==> src/rtl/dec.sv <==
// rtl/dec.sv - Ring-LWE decryption core: streamed key/ciphertext load, negacyclic MAC, threshold decode
module dec #(
  parameter int P      = 17,
  parameter int N      = 8,
  parameter int T      = (P - 1) / 2,
  parameter int T_HALF = T / 2,
  parameter int LOGP   = $clog2(P),
  parameter int LOGN   = $clog2(N)
) (
  input  logic            clk,
  input  logic            reset,
  input  logic            start,
  input  logic            sec_key_ready,
  input  logic [LOGP-1:0] sec_key_s,
  input  logic            cipher_ready,
  input  logic [LOGP-1:0] c0_in,
  input  logic [LOGP-1:0] c1_in,
  output logic            message_ready,
  output logic [LOGP-1:0] message
);

  localparam int PW = 2 * LOGP + LOGN;
  localparam logic [LOGP:0] P_EXT = (LOGP + 1)'(P);

  typedef enum logic [2:0] {
    S_IDLE, S_ARMED, S_LOAD_KEY, S_TURN, S_LOAD_CT, S_MUL, S_DECODE, S_OUT
  } state_t;

  state_t            state;
  logic [LOGN-1:0]   idx;
  logic [2*LOGN-1:0] mac_cnt;
  logic [LOGN:0]     out_cnt;
  logic [N-1:0]      m_reg;

  logic [LOGP-1:0] s_mem  [N];
  logic [LOGP-1:0] c0_mem [N];
  logic [LOGP-1:0] c1_mem [N];
  logic [LOGP-1:0] r_acc  [N];

  logic [LOGN-1:0] mac_i, mac_j, mac_k;
  logic            mac_wrap;
  logic [PW-1:0]   mac_prod;
  logic [LOGP:0]   mac_term, mac_sum, mac_diff;
  logic [LOGP-1:0] mac_next;

  // One negacyclic MAC step: c1[i]*s[j] lands in r[(i+j) mod N], negated when i+j wraps past N
  always_comb begin
    mac_i = mac_cnt[2*LOGN-1:LOGN];
    mac_j = mac_cnt[LOGN-1:0];
    {mac_wrap, mac_k} = {1'b0, mac_i} + {1'b0, mac_j};
    mac_prod = PW'(c1_mem[mac_i]) * PW'(s_mem[mac_j]);
    mac_term = (LOGP + 1)'(mac_prod % PW'(P));
    mac_sum  = {1'b0, r_acc[mac_k]} + mac_term;
    mac_diff = {1'b0, r_acc[mac_k]} + P_EXT - mac_term;
    if (mac_wrap)
      mac_next = (mac_diff >= P_EXT) ? LOGP'(mac_diff - P_EXT) : LOGP'(mac_diff);
    else
      mac_next = (mac_sum >= P_EXT) ? LOGP'(mac_sum - P_EXT) : LOGP'(mac_sum);
  end

  logic [LOGP:0] dec_u;
  logic [N-1:0]  dec_bits;

  // Decode: u = c0 - r mod p, bit set when u lies strictly inside (t - t_half, t + t_half)
  always_comb begin
    dec_u    = '0;
    dec_bits = '0;
    for (int k = 0; k < N; k++) begin
      dec_u = {1'b0, c0_mem[k]} + P_EXT - {1'b0, r_acc[k]};
      if (dec_u >= P_EXT) dec_u = dec_u - P_EXT;
      dec_bits[k] = (dec_u > (LOGP + 1)'(T - T_HALF)) && (dec_u < (LOGP + 1)'(T + T_HALF));
    end
  end

  // Control FSM with operand capture, accumulation and registered message output
  always_ff @(posedge clk) begin
    if (reset) begin
      state         <= S_IDLE;
      idx           <= '0;
      mac_cnt       <= '0;
      out_cnt       <= '0;
      message_ready <= 1'b0;
      message       <= '0;
    end else begin
      case (state)
        S_IDLE: begin
          if (start) state <= S_ARMED;
        end
        S_ARMED: begin
          if (!start && sec_key_ready) begin
            s_mem[0] <= sec_key_s;
            idx      <= LOGN'(1);
            state    <= S_LOAD_KEY;
          end
        end
        S_LOAD_KEY: begin
          s_mem[idx] <= sec_key_s;
          idx        <= idx + 1'b1;
          if (idx == LOGN'(N - 1)) state <= S_TURN;
        end
        S_TURN: begin
          idx   <= '0;
          state <= S_LOAD_CT;
        end
        S_LOAD_CT: begin
          if (cipher_ready) begin
            c0_mem[idx] <= c0_in;
            c1_mem[idx] <= c1_in;
            idx         <= idx + 1'b1;
            if (idx == LOGN'(N - 1)) begin
              state   <= S_MUL;
              mac_cnt <= '0;
              for (int q = 0; q < N; q++) r_acc[q] <= '0;
            end
          end
        end
        S_MUL: begin
          r_acc[mac_k] <= mac_next;
          mac_cnt      <= mac_cnt + 1'b1;
          if (mac_cnt == '1) state <= S_DECODE;
        end
        S_DECODE: begin
          m_reg   <= dec_bits;
          out_cnt <= '0;
          state   <= S_OUT;
        end
        S_OUT: begin
          if (out_cnt == (LOGN + 1)'(N)) begin
            message_ready <= 1'b0;
            message       <= '0;
            state         <= S_IDLE;
          end else begin
            message_ready <= 1'b1;
            message       <= {{(LOGP - 1){1'b0}}, m_reg[out_cnt[LOGN-1:0]]};
            out_cnt       <= out_cnt + 1'b1;
          end
        end
        default: state <= S_IDLE;
      endcase
    end
  end

endmodule

==> config.mk <==
export PLATFORM = sky130hd
export DESIGN_NAME = dec
export DESIGN_NICKNAME = d
export VERILOG_FILES = /design/src/rtl/dec.sv
export SDC_FILE = /design/constraint.sdc
export NUM_CORES = 1
export LEC_CHECK = 0
export ABC_AREA = 1
export ABC_CLOCK_PERIOD_IN_PS = 8610
export CELL_PAD_IN_SITES_DETAIL_PLACEMENT = 1
export CELL_PAD_IN_SITES_GLOBAL_PLACEMENT = 2
export CORE_ASPECT_RATIO = 1.4
export CORE_MARGIN = 5
export CORE_UTILIZATION = 36
export CTS_BUF_LIST = sky130_fd_sc_hd__clkbuf_8 sky130_fd_sc_hd__clkbuf_16
export DETAILED_ROUTE_END_ITERATION = 16
export PLACE_DENSITY = 0.85
export SETUP_SLACK_MARGIN = 0.2
export SYNTH_ARGS = -nofsm -noshare
export SYNTH_HDL_FRONTEND = slang
export SYNTH_SLANG_ARGS = --single-unit
==> constraint.sdc <==
create_clock -name clk -period 8.61 [get_ports clk]
set_input_delay 1.2915 -clock clk [delete_from_list [all_inputs] [get_ports clk]]
set_output_delay 1.2915 -clock clk [all_outputs]
set_load 0.02 [all_outputs]
==> run_results.csv <==
group,metric,value,unit
run_status,status,"finished with violations",
run_status,violations,"setup timing",
cts,htreeDepth,4,
routing,dr.first_iter.drc_count,476,
logic_synthesis,synth_cell_types,53,
timing,fin_crit_sh,104,%
placed_design,dp_hpwl,28300,um
timing,relSlewSlack,13.6,%
worst_hold_path,min_from,"message[0]",
routing,drc,0,
cts,cts_buffers,17,
critical_path,cpPeakStageDelay,0.54,ns
cts,clock_tree.root_cell,"clkbuf_16",
floorplan,pin_count,26,
critical_path,crit_type,"reg -> reg",
floorplan,rows,83,
critical_path,crit_family,"simple AND/OR/NAND/NOR gates",
timing,worst_slew_pin_slew,1.29,ns
critical_path,crit_arrival,9.18,ns
critical_path,required,8.81,ns
timing,rsz0062_at_grt,"yes",
grt,grt_pass1_wl,60500,um
job,maxCapViolCount,0,
routing,first_pass_iters,4,
grt,grt_max_degree,20,
critical_path,endpoint_kind,"register",
routing,ant_nets,0,
logic_synthesis,ys_seq_elements,192,
timing,finClkSkew,0.0144,ns
floorplan,dieArea,41000,um2
critical_path,reg2reg_setup_slack,-0.38,ns
cts,holdBufCountCts,0,
critical_path,cp_max_fo,8,
cells_and_area,final_area,17300,um2
logic_synthesis,syn_avg_cell_area,8.85,um2
grt,track_usage,18.2,%
worst_hold_path,hold_end,"message[0]",
critical_path,cp_num_buf_inv,12,
critical_path,crit_cells,56,
placed_design,place_congestion,0.841,
floorplan,die_h,238,um
floorplan,start_util,36.4,%
worst_hold_path,holdPathStages,2,
grt,grt_pass1_vias,12100,
logic_synthesis,synth-seq-area-share,41.4,%
critical_path,worstReg2RegEnd,"r_acc[2][4]",
timing,timing.final.max_slew_violations,0,
critical_path,cp_slowest_cell,"fa_1",
timing,min_period,8.99,ns
routing,routedWlPerCell,17.5,um
timing,fin_ws,-0.377,ns
cells_and_area,post-route-util,47.3,%
timing,setup_viol,40,
cts,clkLatencyLatePin,0.45,ns
critical_path,cp_common_cell,"nand2_4",
routing,drt-total-wl,38700,um
grt,grt_antenna_before_repair,0,
timing,fmax,111,MHz
logic_synthesis,yosysWarnings,0,
critical_path,start_kind,"register",
timing,hold_viol_final,0,
placed_design,place_area,15200,um2
cells_and_area,drive_gt1_share,27.0,%
cells_and_area,area_delta_synth_final,29.9,%
routing,vias_per_cell,5.10,
cts,clockBufferDepth,2,
grt,overflow,0,
floorplan,die_w,173,um
worst_hold_path,min_path_type,"reg -> reg",
critical_path,r2r_cells,56,
floorplan,core,36700,um2
logic_synthesis,synth_area,13300,um2
cts,cts_tree,"done",
cts,clkSinkCount,192,
timing,final.setup.tns,-13.54,ns
cells_and_area,nets,1901,
logic_synthesis,synthCells,1507,
placed_design,port_buffers,21,
routing,vias,11200,
cts,path_clk_slew,0.08,ns
-- area by class of cell --
| class | count | area, um2 |
|---|---|---|
| fillers | 4179 | 19300 |
| diodes | 1 | 2.50 |
| clock buffers | 18 | 439 |
| multi-input cells | 1026 | 7830 |
| inverters | 275 | 1040 |
| repair buffers | 212 | 1720 |
| well taps | 467 | 584 |
| flip-flops and latches | 192 | 5540 |
| clock inverters | 14 | 168 |
-- cell usage in the layout, fill, tap and decap left out, drive strengths merged, types with 20 or more instances in the layout --
cell type        n
nand3           80
nor2           185
inv            279
dfxtp           24
a21oi           70
o21ai           85
ha             137
nor3            29
xor2            44
xnor2           21
edfxtp         168
nand2          250
buf            191
fa              20
clkdlybuf4s50   21
o32ai           20
-- cells by family after synthesis --
| family | Yosys count | share of synthesized area [%] |
|---|---|---|
| compound gates | 232 | 10.9 |
| fa+ha+maj | 157 | 15.9 |
| simple gates | 568 | 19.1 |
| buf+inv | 292 | 8.33 |
| flops | 192 | 41.4 |
| other cells | 1 | 0.0281 |
| xor+xnor | 65 | 4.33 |
-- layer usage --
metal,up-vias,track usage (%),routed length (um),part of all wire (%)
li1,5475,-,-,-
met1,5564,18.8,14500,38
met4,0,7.06,1200,3.1
met2,137,36.8,22300,58
met5,-,0,0,0
met3,61,2.07,660,1.7
-- cell usage after synthesis (all sizes together) --
master   instances  share of area [%]
and3             1              0.047
o22ai           11               0.52
a22oi            3               0.17
nand2          250                7.8
o211ai           4               0.23
o211a            1              0.075
o221ai           3               0.20
dfxtp           24                3.6
o31ai            7               0.39
edfxtp         168                 38
conb             1              0.028
a211oi           8               0.45
a22o             2               0.13
fa              20                3.0
and2             1              0.066
a31oi            2               0.21
buf              5               0.25
nand3           80                3.7
nand4           17               0.84
nor3b            1              0.056
clkbuf          12               0.34
clkinv           4               0.11
o32ai           20                1.3
o2111ai          3               0.20
ha             137                 13
xor2            44                2.9
a2111oi          1              0.066
xnor2           21                1.4
o21a             4               0.23
a21oi           70                2.8
o21bai           1              0.056
or2              4               0.19
nor3            29                1.1
o21ai           85                3.4
inv            271                7.6
a221oi           7               0.46
nor2           185                5.3
-- through the flow --
stage / hold WS (ns) / cells / setup WS (ns)
after floorplan: 0.484 / 1510 / 0.203
after global placement: 0.452 / 2118 / -0.593
after detailed placement: 0.463 / 2118 / -0.879
after CTS: 0.473 / 2188 / -0.135
after global routing: 0.498 / 2204 / -0.866
final: 0.466 / 2205 / -0.377
-- worst reg2reg max path: cells and delay by family, from the launching register on --
kind | cells | cell delay (ns)
AND/OR/NAND/NOR | 30 | 3.08
XOR/XNOR | 3 | 0.65
flip-flops | 1 | 0.38
AO/OA/AOI/OAI | 4 | 0.88
adder cells (fa/ha/maj) | 7 | 2.66
buffers and inverters | 12 | 1.13
-- how the worst max path moves through the flow --
stage / from / end / slack (ns)
final: register / r_acc[2][4] / -0.38
after global routing: register / r_acc[3][3] / -0.87
after CTS: register / r_acc[3][3] / -0.14
after detailed placement: register / r_acc[5][3] / -0.88
after global placement: register / r_acc[4][1] / -0.59
after floorplan: register / r_acc[0][1] / 0.20
-- repair_timing --
item / in CTS / in global routing
gates cloned: 1 / 0
setup endpoints to repair: 40 / 40
pin swaps: 74 / 44
resized for setup: 170 / 86
setup buffers: 37 / 16
Power is not shown: default switching activity piles up to over one toggle a cycle in this logic, so the estimate is an artifact.
